==> config.mk <==
export PLATFORM = sky130hd
export DESIGN_NAME = hazard_unit
export DESIGN_NICKNAME = d
export VERILOG_FILES = /design/src/rtl/core_pkg.sv /design/src/rtl/muldiv_tracker.sv /design/src/rtl/hazard_unit.sv
export SDC_FILE = /design/constraint.sdc
export NUM_CORES = 1
export LEC_CHECK = 0
export BUFFER_PORTS_ARGS = -buffer_cell sky130_fd_sc_hd__buf_2
export CELL_PAD_IN_SITES_DETAIL_PLACEMENT = 0
export CELL_PAD_IN_SITES_GLOBAL_PLACEMENT = 1
export CORE_UTILIZATION = 33
export CTS_BUF_LIST = sky130_fd_sc_hd__clkbuf_16
export CTS_CLUSTER_DIAMETER = 150
export CTS_CLUSTER_SIZE = 12
export DETAILED_ROUTE_END_ITERATION = 8
export PLACE_DENSITY_LB_ADDON = 0.1
export RECOVER_POWER = 25
export SLEW_MARGIN = 20
export SYNTH_ARGS = -nofsm -noshare
export SYNTH_HDL_FRONTEND = slang
export SYNTH_HIERARCHICAL = 1
export SYNTH_SLANG_ARGS = --single-unit
==> constraint.sdc <==
create_clock -name clk -period 1.83 [get_ports clk]
set_input_delay 0.0915 -clock clk [delete_from_list [all_inputs] [get_ports clk]]
set_output_delay 0.0915 -clock clk [all_outputs]
set_load 0.03 [all_outputs]
==> src/rtl/core_pkg.sv <==
// Shared hazard-control encodings and register-compare helper.
package core_pkg;

    localparam logic [1:0] FWD_RF   = 2'b00;
    localparam logic [1:0] FWD_WB   = 2'b01;
    localparam logic [1:0] FWD_MEM  = 2'b10;
    localparam logic [4:0] REG_ZERO = 5'd0;

    typedef enum logic {
        IDLE = 1'b0,
        BUSY = 1'b1
    } muldiv_state_t;

    // Register $0 is hardwired, so it never creates a dependence.
    function automatic logic reg_match(input logic [4:0] a, input logic [4:0] b);
        return (a != REG_ZERO) && (a == b);
    endfunction

endpackage

==> src/rtl/muldiv_tracker.sv <==
// Tracks the multi-cycle mult/div unit: busy for MULDIV_LAT cycles after a start.
module muldiv_tracker
    import core_pkg::*;
#(
    parameter int unsigned MULDIV_LAT = 32
) (
    input  logic clk,
    input  logic rst_n,
    input  logic start,
    output logic busy
);

    localparam int unsigned CW = $clog2(MULDIV_LAT);

    muldiv_state_t   state;
    logic [CW-1:0]   cnt;

    // State and down-counter; starts arriving while busy are held off upstream.
    always_ff @(posedge clk) begin
        if (!rst_n) begin
            state <= IDLE;
            cnt   <= '0;
        end else begin
            case (state)
                IDLE: begin
                    if (start) begin
                        state <= BUSY;
                        cnt   <= CW'(MULDIV_LAT - 1);
                    end
                end
                BUSY: begin
                    if (cnt != '0) begin
                        cnt <= cnt - CW'(1);
                    end else begin
                        state <= IDLE;
                    end
                end
                default: begin
                    state <= IDLE;
                    cnt   <= '0;
                end
            endcase
        end
    end

    assign busy = (state == BUSY);

endmodule

==> src/rtl/hazard_unit.sv <==
// Pipeline hazard controller: forwarding selects, stall/flush, mult/div tracking.
module hazard_unit
    import core_pkg::*;
#(
    parameter int unsigned MULDIV_LAT = 32,
    parameter int unsigned CNT_W      = 32
) (
    input  logic             clk,
    input  logic             rst_n,
    input  logic [4:0]       Rs_D,
    input  logic [4:0]       Rt_D,
    input  logic             Branch_D,
    input  logic             MulDiv_D,
    input  logic [4:0]       Rs_E,
    input  logic [4:0]       Rt_E,
    input  logic [4:0]       WriteReg_E,
    input  logic             RegWrite_E,
    input  logic             MemtoReg_E,
    input  logic             MulDivStart_E,
    input  logic [4:0]       WriteReg_M,
    input  logic             RegWrite_M,
    input  logic             MemtoReg_M,
    input  logic [4:0]       WriteReg_W,
    input  logic             RegWrite_W,
    output logic             StallF,
    output logic             StallD,
    output logic             FlushE,
    output logic             ForwardAD,
    output logic             ForwardBD,
    output logic [1:0]       ForwardAE,
    output logic [1:0]       ForwardBE,
    output logic             MulDivBusy,
    output logic [CNT_W-1:0] StallCount
);

    logic md_busy;
    logic lwstall;
    logic brstall;
    logic mdstall;
    logic stall;

    muldiv_tracker #(
        .MULDIV_LAT (MULDIV_LAT)
    ) u_muldiv_tracker (
        .clk   (clk),
        .rst_n (rst_n),
        .start (MulDivStart_E),
        .busy  (md_busy)
    );

    // Stall terms and forwarding selects; everything is forced quiet while in reset.
    always_comb begin
        lwstall   = 1'b0;
        brstall   = 1'b0;
        mdstall   = 1'b0;
        stall     = 1'b0;
        ForwardAE = FWD_RF;
        ForwardBE = FWD_RF;
        ForwardAD = 1'b0;
        ForwardBD = 1'b0;

        lwstall = MemtoReg_E & (reg_match(Rt_E, Rs_D) | reg_match(Rt_E, Rt_D));
        brstall = Branch_D &
                  ((RegWrite_E & (reg_match(WriteReg_E, Rs_D) | reg_match(WriteReg_E, Rt_D))) |
                   (MemtoReg_M & (reg_match(WriteReg_M, Rs_D) | reg_match(WriteReg_M, Rt_D))));
        mdstall = MulDiv_D & (md_busy | MulDivStart_E);
        stall   = rst_n & (lwstall | brstall | mdstall);

        if (rst_n) begin
            if (RegWrite_M && reg_match(WriteReg_M, Rs_E)) begin
                ForwardAE = FWD_MEM;
            end else if (RegWrite_W && reg_match(WriteReg_W, Rs_E)) begin
                ForwardAE = FWD_WB;
            end
            if (RegWrite_M && reg_match(WriteReg_M, Rt_E)) begin
                ForwardBE = FWD_MEM;
            end else if (RegWrite_W && reg_match(WriteReg_W, Rt_E)) begin
                ForwardBE = FWD_WB;
            end
            ForwardAD = RegWrite_M & reg_match(WriteReg_M, Rs_D);
            ForwardBD = RegWrite_M & reg_match(WriteReg_M, Rt_D);
        end
    end

    assign StallF     = stall;
    assign StallD     = stall;
    assign FlushE     = stall | ~rst_n;
    assign MulDivBusy = md_busy & rst_n;

    // Saturating count of decode-stall cycles.
    always_ff @(posedge clk) begin
        if (!rst_n) begin
            StallCount <= '0;
        end else if (stall && (StallCount != {CNT_W{1'b1}})) begin
            StallCount <= StallCount + CNT_W'(1);
        end
    end

endmodule

### After elaboration in Yosys (flattened, before gate mapping)

Cells that the tools add are included.

| cells by class | value |
|---|---|
| div/mod/pow operators | 0 |
| add/subtract/negate cells | 2 |
| multiplexer cells | 14 |
| multiply operators | 0 |
| reductions and logical operators | 21 |
| order comparisons | 0 |
| eq/ne operators | 13 |
| bitwise logic cells | 19 |
| shift operators | 0 |

Operators with widths:

| cell | number |
|---|---|
| $eq A5 B5 Y1 | 10 |
| $add A32 B1 Y32 const B | 1 |
| $ne A32 B32 Y1 const B | 1 |
| $reduce_bool A5 Y1 | 5 |
| $logic_and A1 B1 Y1 | 15 |
| $mux W5 | 2 |
| $pmux W5 S2 | 1 |
| $and A1 B1 Y1 | 9 |
| $mux W2 | 4 |
| $or A1 B1 Y1 | 8 |
| $mux W1 | 6 |
| $sub A5 B1 Y5 const B | 1 |
| $ne A2 B2 Y1 const B | 2 |
| $not A1 Y1 | 2 |
| $pmux W1 S2 | 1 |
| $reduce_and A2 Y1 | 1 |

| word-level totals | value |
|---|---|
| logic and storage cells | 72 |
| flip-flop bits (word level) | 38 |
| memories | 0 |
| memory bits (read-only) | 0 |
| output and inout bits | 42 |
| memory bits (writable) | 0 |
| latch bits | 0 |

### Longest topological paths before layout

| depth | value |
|---|---|
| word-level depth | 10 |
| depth in mapped cells | 10 |

### Cells and area by module

The synthesis kept the hierarchy.

By module, submodules not included:

| module | times used | cells an instance | area each (sq um) |
|---|---|---|---|
| hazard_unit | 1 | 313 | 2467.4 |
| muldiv_tracker | 1 | 31 | 290.3 |

### Worst setup path before layout

No wires, ideal clock.

| timing | value |
|---|---|
| path type | register to register |
| start | register StallCount[10] |
| end | register StallCount[26] |
| arrival | 2.104 ns |
| setup slack | -0.344 ns |
| period minus slack after synthesis | 2.174 ns |
| buffers on the path | 1 |
| stages on the path, launching flop included | 9 |
| path through | dfxtp_1 > nand4_4 > nor3_4 > and3_1 > buf_4 > nand2_4 > or3_1 > or3_1 > a21oi_1 |

| between the ends | value |
|---|---|
| cells in the longest elaborated chain, start to end | 2 |

Ends and longest elaborated chain:

| what | RTL line | source |
|---|---|---|
| from (decl) | hazard_unit.sv:33 | `output logic [CNT_W-1:0] StallCount` |
| from (signal assigned) | hazard_unit.sv:95 | `StallCount <= StallCount + CNT_W'(1);` |
| branches (longest 2 deep; another with $add A32 B1 Y32) | -- |  |

Several ways; the timed one is not identified.
A chain may end at the register's enable or synchronous reset.

### Worst setup path in the final report

| timing | value |
|---|---|
| start | register StallCount[10] |
| end | register StallCount[28] |

Same word-level chain as after synthesis.

==> impl_metrics.toml <==
[status]
run_status = "finished, violations left"
violations = "setup timing"

[worst_setup_path]
cp_slowest_cell = "dfxtp_4"
crit_required_ns = 2.04
worstPathCellList = "nand4_4 -> nor3_4 -> and3_4 -> nand2_4 -> or3_4 -> or3_4 -> a21oi_2"
cpPeakStageDelay_ns = 0.36
critPathKind = "register to register"
critPathMaxFanout = 4
crit_top_cell = "or3_4"
start_kind = "register"
cp.arrival_ns = 2.05
end_kind = "register"

[grt]
grt_max_degree = 30
grt_pass1_vias = 2893
gr-total-overflow = 0
antenna_found_initial = 0
grt_pass1_wl_um = 13210
grt_usage_pct = 19.02

[placed_design]
gp_congestion = 0.8001
dpl.hpwl_um = 6340
io_buffers = 86
dpl.cell_count = 593

[timing]
period_share_pct = 100.6
hold_viol_final = 0
fin_crit_ns = 1.840
setup-tns-final_ns = -0.02054
slew_violations = 0
rsz0062_at_grt = "yes"
worst_clock_skew_ns = 0.009423
setup_ws_ns = -0.01043
max_freq_mhz = 543.4
tightest_slew_ns = 0.4106
setup_viol = 4
slew_headroom_pct = 72.38

[power_and_ir_drop]
ir_drop_mv = 0.4384
p_leak_uw = 0.001844
finalPower_uw = 2397
power_density_nw_per_um2 = 538.0

[floorplan]
row_count = 32
die_w_um = 93.42
io_pins = 87
die_height_um = 93.42
design.core.area_um2 = 7888
die_area_um2 = 8726
initial_core_util_pct = 34.96

[clock_network]
htree_levels = 2
cts.sinks = 38
clkLatencyLatePin_ns = 0.28
cts-root-buf = "clkbuf_16"
numCtsBuffers = 5
cts.path.max_buffers = 2
cts_tree = "built"
clkTransAtPathRegs_ns = 0.06
postCtsHoldBufs = 0

[synthesis]
synth.distinct_cells = 45
synth_seq_cells = 38
synth_fp_nets = 391
ys_warn_count = 6
yosysSeqAreaShare_pct = 27.59
netlist_instances = 344
synth_area_per_cell_um2 = 8.016
netlist_area_um2 = 2758

[worst_hold_path]
hold_class = "input port to register"

[detailed_routing]
vias_per_cell = 5.051
drc = 0
drt-total-wl_um = 8328
vias = 3096
drt-pass1-iter-count = 4
first_iter_violations = 117
post_drt_wl_per_cell_um = 13.59
ant_nets = 0

[cells_and_area]
synthToLayoutAreaGrowth_pct = 61.57
mostFrequentLayoutCell = "buf_4"
stdcell_count = 613
nFillCells = 751
layout-drive-gt1-share_pct = 49.51
final_cell_mix = "92 x buf_4, 63 x buf_2, 31 x xor2_1"
final_util_pct = 56.49
diodes = 0
nets = 557

[run]
drv_cap = 0
[cells by family after synthesis]
logic type | share of synthesized area, %
and+or+nand+nor | 32.62
AOI/OAI and AO/OA | 13.34
xor gates and xnor gates | 15.88
DFF | 27.59
buffers and inverters | 6.397
muxes | 3.267
adders and majority gates | 0.9073
[registers in the layout (all words and copies together), names as in the netlist]
name                   cells
u_muldiv_tracker/cnt       5
u_muldiv_tracker/busy      1
StallCount                32
[critical path: cells and delay by family (launching register included)]
family	cells	cell delay (ns)
AO/OA/AOI/OAI	1	0.12
flip-flops	1	0.36
AND/OR/NAND/NOR	6	1.30
[routing by layer]
layer / wire length [µm] / share of wire (%) / GRT usage [%]
met1: 3687 / 44 / 23.49
met2: 4155 / 50 / 33.76
met3: 401 / 4.8 / 3.821
met4: 85 / 1.0 / 4.359
met5: 0 / 0 / 0
[power by group]
group / switching [µW] / internal (µW)
clock network: 330 / 633
registers: 18.8 / 836
logic: 286 / 293
[synth_stat cells (all sizes together)]
master  number  share of area (%)
a211oi       2               0.54
a21oi       30                5.6
and2         5                1.2
and3         4               0.91
buf         15                3.9
clkbuf      11                1.5
dfxtp       38                 28
ha           2               0.91
inv          7               0.95
mux2i        9                3.3
nand2       30                4.4
nand2b       8                1.8
nand3       24                4.4
nand4        8                2.4
nand4b       1               0.32
nor2        11                1.5
nor2b        1               0.23
nor3        14                3.3
nor3b        1               0.27
nor4         8                1.8
nor4b        3                1.5
o211ai       3               0.82
o21a         1               0.27
o21ai       12                2.2
o311a        1               0.36
o31ai       12                3.3
o41ai        1               0.32
or3         12                2.7
or4         17                4.6
or4b         2               0.86
or4bb        1               0.45
xnor2       18                5.7
xor2        32                 10
[area by class of cell]
cell class,instances,area (µm²),area share (%)
well taps,102,127.6,2.864
multi-input cells,273,2052,46.05
flip-flops and latches,38,819.5,18.39
clock inverters,3,37.54,0.8425
repair buffers,185,1267,28.45
inverters,7,26.28,0.5897
clock buffers,5,125.1,2.808
[through the flow]
| step | instance area, µm² | setup slack [ns] | hold WS [ns] |
|---|---|---|---|
| floorplan | 2856 | -0.05172 | 0.2093 |
| global placement | 3920 | -0.2225 | 0.4707 |
| detailed placement | 3920 | -0.2889 | 0.4882 |
| CTS | 4288 | -0.006676 | 0.3206 |
| global route | 4456 | -0.1208 | 0.3589 |
| finish | 4456 | -0.01043 | 0.3174 |
[worst paths after layout]
check / start / endpoint / slack (ns) / cells after the start
worst min-delay path: MulDivStart_E / u_muldiv_tracker/cnt[4] / 0.32 / 4
worst max register to register: StallCount[10] / StallCount[28] / -0.01 / 7
worst max-delay path: StallCount[10] / StallCount[28] / -0.01 / 7
worst min register to register: StallCount[13] / StallCount[13] / 0.49 / 2
[timing repair]
| item | CTS | global route |
|---|---|---|
| cloned | 1 | 0 |
| setup buffers | 10 | 2 |
| setup endpoints to repair | 13 | 30 |
| pin swaps | 17 | 16 |
| resized for setup | 29 | 37 |
(Power assumes the default switching activity.)
